===== config.mk =====
export PLATFORM = sky130hd
export DESIGN_NAME = spi_regbank_arbiter_flat
export DESIGN_NICKNAME = d
export VERILOG_FILES = /design/src/rtl/spi_regbank_arbiter_if.sv /design/src/rtl/spi_regbank_arbiter.sv /design/src/flat_wrapper.sv
export SDC_FILE = /design/constraint.sdc
export NUM_CORES = 1
export LEC_CHECK = 0
export ABC_AREA = 1
export CAP_MARGIN = 15
export CORE_ASPECT_RATIO = 1.25
export CORE_MARGIN = 5
export CORE_UTILIZATION = 48
export DETAILED_ROUTE_END_ITERATION = 7
export PLACE_DENSITY_LB_ADDON = 0.15
export SKIP_LAST_GASP = 1
export SLEW_MARGIN = 20
export SYNTH_ARGS = -nofsm -noshare
export SYNTH_HDL_FRONTEND = slang
export SYNTH_SLANG_ARGS = --single-unit

===== constraint.sdc =====
create_clock -name clk -period 1.8 [get_ports clk]
set_clock_uncertainty 0.05 [all_clocks]
set_input_delay 0.54 -clock clk [delete_from_list [all_inputs] [get_ports clk]]
set_output_delay 0.54 -clock clk [all_outputs]
set_load 0.01 [all_outputs]

===== src/rtl/spi_regbank_arbiter_if.sv =====
`default_nettype none
// ============================================================================
// Module   : spi_regbank_arbiter_if
// Brief    : Two-requester four-phase valid/ack register access bus.
// Revision : 1.0 - initial release
// ============================================================================
interface spi_regbank_arbiter_if #(
    parameter int ADDR_W = 2,
    parameter int DATA_W = 8
);
    logic              req0_valid;
    logic              req0_we;
    logic [ADDR_W-1:0] req0_addr;
    logic [DATA_W-1:0] req0_wdata;
    logic              req0_ack;
    logic [DATA_W-1:0] req0_rdata;

    logic              req1_valid;
    logic              req1_we;
    logic [ADDR_W-1:0] req1_addr;
    logic [DATA_W-1:0] req1_wdata;
    logic              req1_ack;
    logic [DATA_W-1:0] req1_rdata;

    modport master (
        output req0_valid, req0_we, req0_addr, req0_wdata,
        input  req0_ack, req0_rdata,
        output req1_valid, req1_we, req1_addr, req1_wdata,
        input  req1_ack, req1_rdata
    );

    modport slave (
        input  req0_valid, req0_we, req0_addr, req0_wdata,
        output req0_ack, req0_rdata,
        input  req1_valid, req1_we, req1_addr, req1_wdata,
        output req1_ack, req1_rdata
    );
endinterface
`default_nettype wire


===== src/rtl/spi_regbank_arbiter.sv =====
`default_nettype none
// ============================================================================
// Module   : spi_regbank_arbiter
// Brief    : Register bank shared by two requesters, round-robin arbitrated,
//            one access in flight. Optional ARB_REQ_SYNC_EN adds 2-flop
//            synchronizers on both request valids.
// Revision : 1.0 - initial release
// ============================================================================
module spi_regbank_arbiter #(
    parameter int                ADDR_W = 2,
    parameter int                DATA_W = 8,
    parameter logic [DATA_W-1:0] RST_ID = 8'h96
) (
    input  wire logic                          clk,
    input  wire logic                          rst_n,
    spi_regbank_arbiter_if.slave               bus,
    output logic [DATA_W*(2**ADDR_W)-1:0]      regs_flat,
    output logic                               wr_strobe
);
    localparam int c_depth = 2**ADDR_W;

    typedef enum logic [1:0] {
        S_IDLE   = 2'd0,
        S_ACCESS = 2'd1,
        S_ACK    = 2'd2
    } state_t;

    state_t            r_state;
    state_t            w_next;
    logic              w_v0;
    logic              w_v1;
    logic              w_any;
    logic              w_pick;
    logic              w_gnt_valid;
    logic [DATA_W-1:0] w_access_data;

    logic              r_gnt;
    logic              r_last_grant;
    logic              r_we;
    logic [ADDR_W-1:0] r_addr;
    logic [DATA_W-1:0] r_wdata;
    logic [DATA_W-1:0] r_rdata0;
    logic [DATA_W-1:0] r_rdata1;
    logic              r_wr_strobe;
    logic [DATA_W-1:0] r_bank [c_depth];

`ifdef ARB_REQ_SYNC_EN
    logic [1:0] r_sync0;
    logic [1:0] r_sync1;

    // Only the valids cross domains; payload is stable while valid is high.
    always_ff @(posedge clk or negedge rst_n) begin
        if (!rst_n) begin
            r_sync0 <= 2'b00;
            r_sync1 <= 2'b00;
        end else begin
            r_sync0 <= {r_sync0[0], bus.req0_valid};
            r_sync1 <= {r_sync1[0], bus.req1_valid};
        end
    end

    assign w_v0 = r_sync0[1];
    assign w_v1 = r_sync1[1];
`else
    assign w_v0 = bus.req0_valid;
    assign w_v1 = bus.req1_valid;
`endif

    // On a tie, the requester not served last wins.
    assign w_any         = w_v0 | w_v1;
    assign w_pick        = (w_v0 & w_v1) ? ~r_last_grant : w_v1;
    assign w_gnt_valid   = r_gnt ? w_v1 : w_v0;
    assign w_access_data = r_we ? r_wdata : r_bank[r_addr];

    always_ff @(posedge clk or negedge rst_n) begin
        if (!rst_n) r_state <= S_IDLE;
        else        r_state <= w_next;
    end

    always_comb begin
        w_next = r_state;
        case (r_state)
            S_IDLE:   if (w_any) w_next = S_ACCESS;
            S_ACCESS: w_next = S_ACK;
            S_ACK:    if (!w_gnt_valid) w_next = S_IDLE;
            default:  w_next = S_IDLE;
        endcase
    end

    always_ff @(posedge clk or negedge rst_n) begin
        if (!rst_n) begin
            r_gnt        <= 1'b0;
            r_last_grant <= 1'b1;
            r_we         <= 1'b0;
            r_addr       <= '0;
            r_wdata      <= '0;
            r_rdata0     <= '0;
            r_rdata1     <= '0;
            r_wr_strobe  <= 1'b0;
            for (int k = 0; k < c_depth; k++)
                r_bank[k] <= (k == 0) ? RST_ID : DATA_W'(k);
        end else begin
            r_wr_strobe <= 1'b0;
            if (r_state == S_IDLE && w_any) begin
                r_gnt   <= w_pick;
                r_we    <= w_pick ? bus.req1_we    : bus.req0_we;
                r_addr  <= w_pick ? bus.req1_addr  : bus.req0_addr;
                r_wdata <= w_pick ? bus.req1_wdata : bus.req0_wdata;
            end
            if (r_state == S_ACCESS) begin
                r_last_grant <= r_gnt;
                if (r_we) begin
                    r_bank[r_addr] <= r_wdata;
                    r_wr_strobe    <= 1'b1;
                end
                if (r_gnt) r_rdata1 <= w_access_data;
                else       r_rdata0 <= w_access_data;
            end
        end
    end

    assign bus.req0_ack   = (r_state == S_ACK) && !r_gnt;
    assign bus.req1_ack   = (r_state == S_ACK) &&  r_gnt;
    assign bus.req0_rdata = r_rdata0;
    assign bus.req1_rdata = r_rdata1;
    assign wr_strobe      = r_wr_strobe;

    generate
        for (genvar k = 0; k < c_depth; k++) begin : g_flat
            assign regs_flat[k*DATA_W +: DATA_W] = r_bank[k];
        end
    endgenerate
endmodule
`default_nettype wire

===== src/flat_wrapper.sv =====
// flat-port wrapper written by rule: the top's interface ports become plain ports
module spi_regbank_arbiter_flat 
#(
    parameter int                ADDR_W = 2,
    parameter int                DATA_W = 8,
    parameter logic [DATA_W-1:0] RST_ID = 8'h96
)
  (clk, rst_n, regs_flat, wr_strobe, bus_req0_valid, bus_req0_we, bus_req0_addr, bus_req0_wdata, bus_req0_ack, bus_req0_rdata, bus_req1_valid, bus_req1_we, bus_req1_addr, bus_req1_wdata, bus_req1_ack, bus_req1_rdata);
  spi_regbank_arbiter_if #(.ADDR_W(ADDR_W), .DATA_W(DATA_W)) bus_i ();
  input  wire logic clk;
  input  wire logic rst_n;
  output logic [DATA_W*(2**ADDR_W)-1:0] regs_flat;
  output logic wr_strobe;
  input wire logic [$bits(bus_i.req0_valid)-1:0] bus_req0_valid;
  input wire logic [$bits(bus_i.req0_we)-1:0] bus_req0_we;
  input wire logic [$bits(bus_i.req0_addr)-1:0] bus_req0_addr;
  input wire logic [$bits(bus_i.req0_wdata)-1:0] bus_req0_wdata;
  output wire logic [$bits(bus_i.req0_ack)-1:0] bus_req0_ack;
  output wire logic [$bits(bus_i.req0_rdata)-1:0] bus_req0_rdata;
  input wire logic [$bits(bus_i.req1_valid)-1:0] bus_req1_valid;
  input wire logic [$bits(bus_i.req1_we)-1:0] bus_req1_we;
  input wire logic [$bits(bus_i.req1_addr)-1:0] bus_req1_addr;
  input wire logic [$bits(bus_i.req1_wdata)-1:0] bus_req1_wdata;
  output wire logic [$bits(bus_i.req1_ack)-1:0] bus_req1_ack;
  output wire logic [$bits(bus_i.req1_rdata)-1:0] bus_req1_rdata;
  assign bus_i.req0_valid = bus_req0_valid;
  assign bus_i.req0_we = bus_req0_we;
  assign bus_i.req0_addr = bus_req0_addr;
  assign bus_i.req0_wdata = bus_req0_wdata;
  assign bus_req0_ack = bus_i.req0_ack;
  assign bus_req0_rdata = bus_i.req0_rdata;
  assign bus_i.req1_valid = bus_req1_valid;
  assign bus_i.req1_we = bus_req1_we;
  assign bus_i.req1_addr = bus_req1_addr;
  assign bus_i.req1_wdata = bus_req1_wdata;
  assign bus_req1_ack = bus_i.req1_ack;
  assign bus_req1_rdata = bus_i.req1_rdata;
  spi_regbank_arbiter #(.ADDR_W(ADDR_W), .DATA_W(DATA_W), .RST_ID(RST_ID)) u_core (.clk(clk), .rst_n(rst_n), .bus(bus_i), .regs_flat(regs_flat), .wr_strobe(wr_strobe));
endmodule

; After elaboration in Yosys (flattened, before gate mapping)
; Cells that the tools add are included.
[word_totals]
reg_bits = 64
out_inout_bits = 51
elab_cells = 51
in_bits = 26
[op_classes]
bitwise = 5
order_cmp = 2
n_mux = 17
n_eq_ne = 4
n_reduce_logical = 10
[ops]
columns = operator, n
row1 = $mux W8, 5
row2 = $bwmux W32, 1
row3 = $bmux W8 S2, 1
row4 = $demux W8 S2, 1
row5 = $reduce_and A2 Y1, 4
row6 = $mux W2, 3
row7 = $pmux W2 S3, 1
row8 = $mux W1, 5
row9 = $logic_and A1 B1 Y1, 4
row10 = $ge A3 B3 Y1 const B, 1
row11 = $lt A3 B1 Y1 const B, 1
row12 = $not A2 Y3, 1
row13 = $eq A2 B1 Y1 const B, 1
row14 = $eq A2 B2 Y1 const B, 1
row15 = $logic_not A2 Y1, 1
row16 = $ne A2 B1 Y1 const B, 1
row17 = $ne A2 B2 Y1 const B, 1
row18 = $not A1 Y1, 2
row19 = $and A1 B1 Y1, 1
row20 = $logic_not A1 Y1, 1
row21 = $or A1 B1 Y1, 1

; Longest topological paths before layout
; Gate-level depths: netlist (run 1).
[depth]
ltp_word = 6
ltp_mapped = 9
mapped_depth_nobuf = 7

; Least setup slack after synthesis (run 1)
; Ideal clock, no wire load.
[synth_timing]
path_type = input-to-reg
from = input bus_req1_valid
to = register u_core.r_addr[0]
required_ns = 1.624
n_path_buf = 1
t_arrival_ns = 1.144
setup_slack_ns = 0.480
setup_time_ns = 0.126
stages = 6
cell_sequence = inv_1 > a21oi_1 > inv_1 > buf_2 > nor2_1 > o21ai_0
[synth_between]
elab_chain_len = 3
elab_cells_between_ends = 5
cone_classes = mux (2) / bitwise (2) / reduce/logical (1)
[synth_lines]
columns = element, line_no
row1 = start: declaration, flat_wrapper.sv:20  ; input wire logic [$bits(bus_i.req1_valid)-1:0] bus_req1_valid;
row2 = $and A1 B1 Y1, spi_regbank_arbiter.sv:71  ; assign w_pick = (w_v0 & w_v1) ? ~r_last_grant : w_v1;
row3 = $mux W1, spi_regbank_arbiter.sv:71
row4 = $mux W2, spi_regbank_arbiter.sv:107  ; r_addr <= w_pick ? bus.req1_addr : bus.req0_addr;
row5 = end signal: assignment, spi_regbank_arbiter.sv:107
row6 = end: declaration, spi_regbank_arbiter.sv:40  ; logic [ADDR_W-1:0] r_addr;
; Parallel ways exist; a longest one is shown, timed or not.
; A chain may end at the register's enable or synchronous reset.

; Final worst setup path (run 1)
[layout_timing]
from = register u_core.r_wr_strobe (netlist: u_core.wr_strobe)
to = output wr_strobe
[layout_lines]
columns = element, line_no
row1 = start: declaration, spi_regbank_arbiter.sv:44  ; logic r_wr_strobe;
row2 = start signal: assignment, spi_regbank_arbiter.sv:99  ; r_wr_strobe <= 1'b0;
row3 = start signal: assignment, spi_regbank_arbiter.sv:103  ; r_wr_strobe <= 1'b0;
row4 = start signal: assignment, spi_regbank_arbiter.sv:114  ; r_wr_strobe <= 1'b1;
row5 = end: declaration, flat_wrapper.sv:13  ; output logic wr_strobe;
; No word-level cell between the ends.

==> metrics.md, run 1 <==
| Metric | Value |
|---|---|
| Status | complete, no violations |
| Placed cell area | 3959 µm² |
| Area grow syn2layout | 32.29% |
| Crit path max fanout | 1 |
| Post-DR wirelength/cell | between 10 and 15 µm |
| Fmax | between 0.5 and 0.6 GHz |
| Net Count, Synth | 407 |
| Worst setup margin | ~0.020 ns |
| Clk sinks | 64 |
| Hold bufs inserted after CTS | 0 |
| Pint | around 0.004 W |
| Sw Ratio | 0.4228 |
| Mean number of vias per cell | around 4.7 |
| Final hold vios | 0 |
| I/O Buffers | 76 |
| Commonest non-fill, non-tap cell in the layout | nand2_1 |
| Clock transition at path regs | ~0.07 ns |
| Starting density of the core | 0.4952 |
| Crit path capture | wr_strobe |
| Max-cap violation count | 0 |
| CP cell instances | clkdlybuf4s50_1 |
| Seq. cell area | 1613 µm² |
| Nets | 494 |
| Gr usage total | 0.1941 |
| # fillers | ~560 |
| First drt pass iteration count | 4 |
| Reg2Reg Setup Slack | 0.25 ns |
| # setup viols final | 0 |
| Max H-tree Level | 3 |
| Min Tclk post-route | approximately 1.8 ns |
| Clk_lat worst skew | ~0.35 ns |
| CTS tree | yes |
| Worst path depth | 1 |
| Syn Std Cell Area | just over 3000 µm² |
| Total number of vias | between 2000 and 3000 |
| Die area | 8112 µm² |
| Setup crit end kind | primary output |
| RSZ-0062 raised after global routing | no |
| Most frequent cells in the layout | 150 x nand2_1, 55 x dfrtp_1, 47 x dlygate4sd2_1 |
| R2R Path Start | u_core.r_state[1] |
| Leak Pwr | roughly 2.1 nW |
| Post-route cell area | about 4100 µm² |
| CP max stage cell | clkdlybuf4s50_1 |
| Worst Tran Pin Value | approximately 0.43 ns |
| Flop pwr share | 0.395 |
| Post-synth top area share | 0.4479 |
| Die height | 99.46 µm |
| CTS Buf Count | 9 |
| I/O pins | 77 |
| Sw power | approximately 0.0029 W |
| Crit path from | u_core.wr_strobe |
| Core area | approximately 6200 µm² |
| Worst VDD drop | approximately 0.00080 V |
| CP Class | reg -> out |
| Slowest Stage Delay on Critical Path | roughly 0.53 ns |
| Seq/Total Area, Yosys | 0.5248 |
| Hold WS | 0.1486 ns |
| Clk buf depth | 2 |
| Final worst path period share | 0.9887 |
| RR Endpoint | u_core.bus.req0_rdata[4] |
| Antenna-violating nets left | 0 |
| Synthesized area per cell | between 8 and 9 µm² |
| Synth Warn # | 0 |
| Die X | slightly above 80 µm |
| Worst EP arrival | roughly 1.2 ns |
| Area of the multi-input gates | ~1200 µm² |
| Num rows | 32 |
| Root Driver | clkbuf_8 |
| Count of state elements after synthesis | 64 |
| Pin count of the biggest net entering global routing | 65 |
| CP startpoint kind | flop |
| Slew Viols, Final | 0 |
| Place WS | -0.1533 ns |
| Global-route wire length before repair | approximately 12 mm |
| Vias in the first global route | roughly 2600 |
| Synth area leader | dfrtp_1 |
| Routed WL | around 7.3 mm |
| Initial DRC Count | 182 |
| Routability Congestion | 0.8676 |
| Pwr Density | roughly 1700 nW/µm² |
| Drt drc | 0 |
| Top post-synthesis cells by area | dfrtp_1 45%, nand2_1 18%, dfstp_2 7.7% |
| Post-synthesis cell count | approximately 380 |
| Clock power share | 0.160 |
| Hold/Removal Path Class | in -> async |
| Synth cell types | 21 |
| Combinational Power Share | 0.446 |
| Initial antenna violation count | 0 |
| Slew Limit Headroom | 0.7119 |
| R2R depth | 7 |
| Global route total overflow | 0 |
| ANT cells | 0 |
| DP HPWL | approximately 5.4 mm |
| Share of layout cells above drive strength 1 | 0.1247 |
| Post-CTS setup buffer count | 0 |
| Worst path bufs/invs | 1 |
| CP Data Required Time | roughly 1.2 ns |
| Critical path's top delay family | buffers and inverters |
[metal layers]
| metal | up-vias | wire, µm | track usage | share of wire |
|---|---|---|---|---|
| li1 | 1359 | - | - | - |
| met1 | 1180 | 3032 | 0.2528 | 0.42 |
| met2 | 79 | 3648 | 0.3149 | 0.50 |
| met3 | 7 | 471 | 0.03623 | 0.065 |
| met4 | 0 | 101 | 0.07802 | 0.014 |
| met5 | - | 0 | 0 | 0 |
[repair_timing]
item | CTS | global route
resized for setup | 52 | 4
pin swaps | 0 | 0
endpoints found under the setup margin | 50 | 3
[power by group through the flow]
stage	Clock [W]	Combinational, W	Sequential (W)
after floorplan	0	0.00177	0.00282
after global placement	0	0.00335	0.00276
after detailed placement	0	0.00343	0.00278
after CTS	0.00112	0.00313	0.00273
after global routing	0.00118	0.00347	0.00283
final	0.00110	0.00308	0.00273
[worst min path at each step]
stage	cells past startpoint	start	slack (ns)	end
detailed placement	2	u_core.bus.req1_rdata[5]	0.41	u_core.bus.req1_rdata[5]
CTS	2	rst_n	0.16	u_core.regs_flat[6]
finish	2	rst_n	0.15	u_core.bus.req0_rdata[7]
global route	2	rst_n	0.18	u_core.bus.req1_rdata[0]
global placement	2	u_core.bus.req1_rdata[6]	0.41	u_core.bus.req1_rdata[6]
floorplan	0	rst_n	0.19	u_core.bus.req0_rdata[0]
[cell usage after synthesis, drive strengths merged]
| library cell | count |
|---|---|
| a21oi | 3 |
| buf | 13 |
| clkbuf | 1 |
| dfrtp | 55 |
| dfstp | 9 |
| inv | 46 |
| nand2 | 151 |
| nand3 | 25 |
| nor2 | 19 |
| nor3 | 3 |
| o21ai | 56 |
[registers in the layout (all words and copies together) (netlist names)]
register,count
u_core.r_addr,2
u_core.wr_strobe,1
u_core.r_last_grant,1
u_core.bus.req0_rdata,8
u_core.r_wdata,8
u_core.r_we,1
u_core.r_state,2
u_core.regs_flat,32
u_core.r_gnt,1
u_core.bus.req1_rdata,8
[area by class of cell]
cell class                      instances  share of cell area
Sequential cell                        64              0.3967
Multi-Input combinational cell        257              0.2893
Timing Repair Buffer                   90              0.2010
Inverter                               46             0.04371
Clock buffer                           12             0.03817
Tap cell                               85             0.02616
Clock inverter                          4            0.004925
[cell families after synthesis]
| logic type | Yosys count | share of synthesized area |
|---|---|---|
| simple gates | 198 | 0.2781 |
| flops | 64 | 0.5248 |
| buf+inv | 60 | 0.09242 |
| compound gates | 59 | 0.1046 |
[stage by stage]
step                setup TNS, ns  std cells  power (W)    util
global route                    0        558   0.007487  0.6550
global placement          -0.6303        542   0.006106  0.6379
floorplan                       0        381   0.004597       -
finish                          0        558   0.006910  0.6550
detailed placement         -1.406        542   0.006207  0.6379
CTS                      -0.02619        558   0.006980  0.6565
Note: power is estimated with default switching activity, not from simulation.
==> run 2: changes to the inputs <==
--- a/config.mk
+++ b/config.mk
@@ -6,6 +6,7 @@
 export NUM_CORES = 1
 export LEC_CHECK = 0
 export ABC_AREA = 1
+export ABC_CLOCK_PERIOD_IN_PS = 1800
 export CAP_MARGIN = 15
 export CORE_ASPECT_RATIO = 1.25
 export CORE_MARGIN = 5
==> results of run 2 <==
Final layout, timing and power as in run 1 (identical DEF).
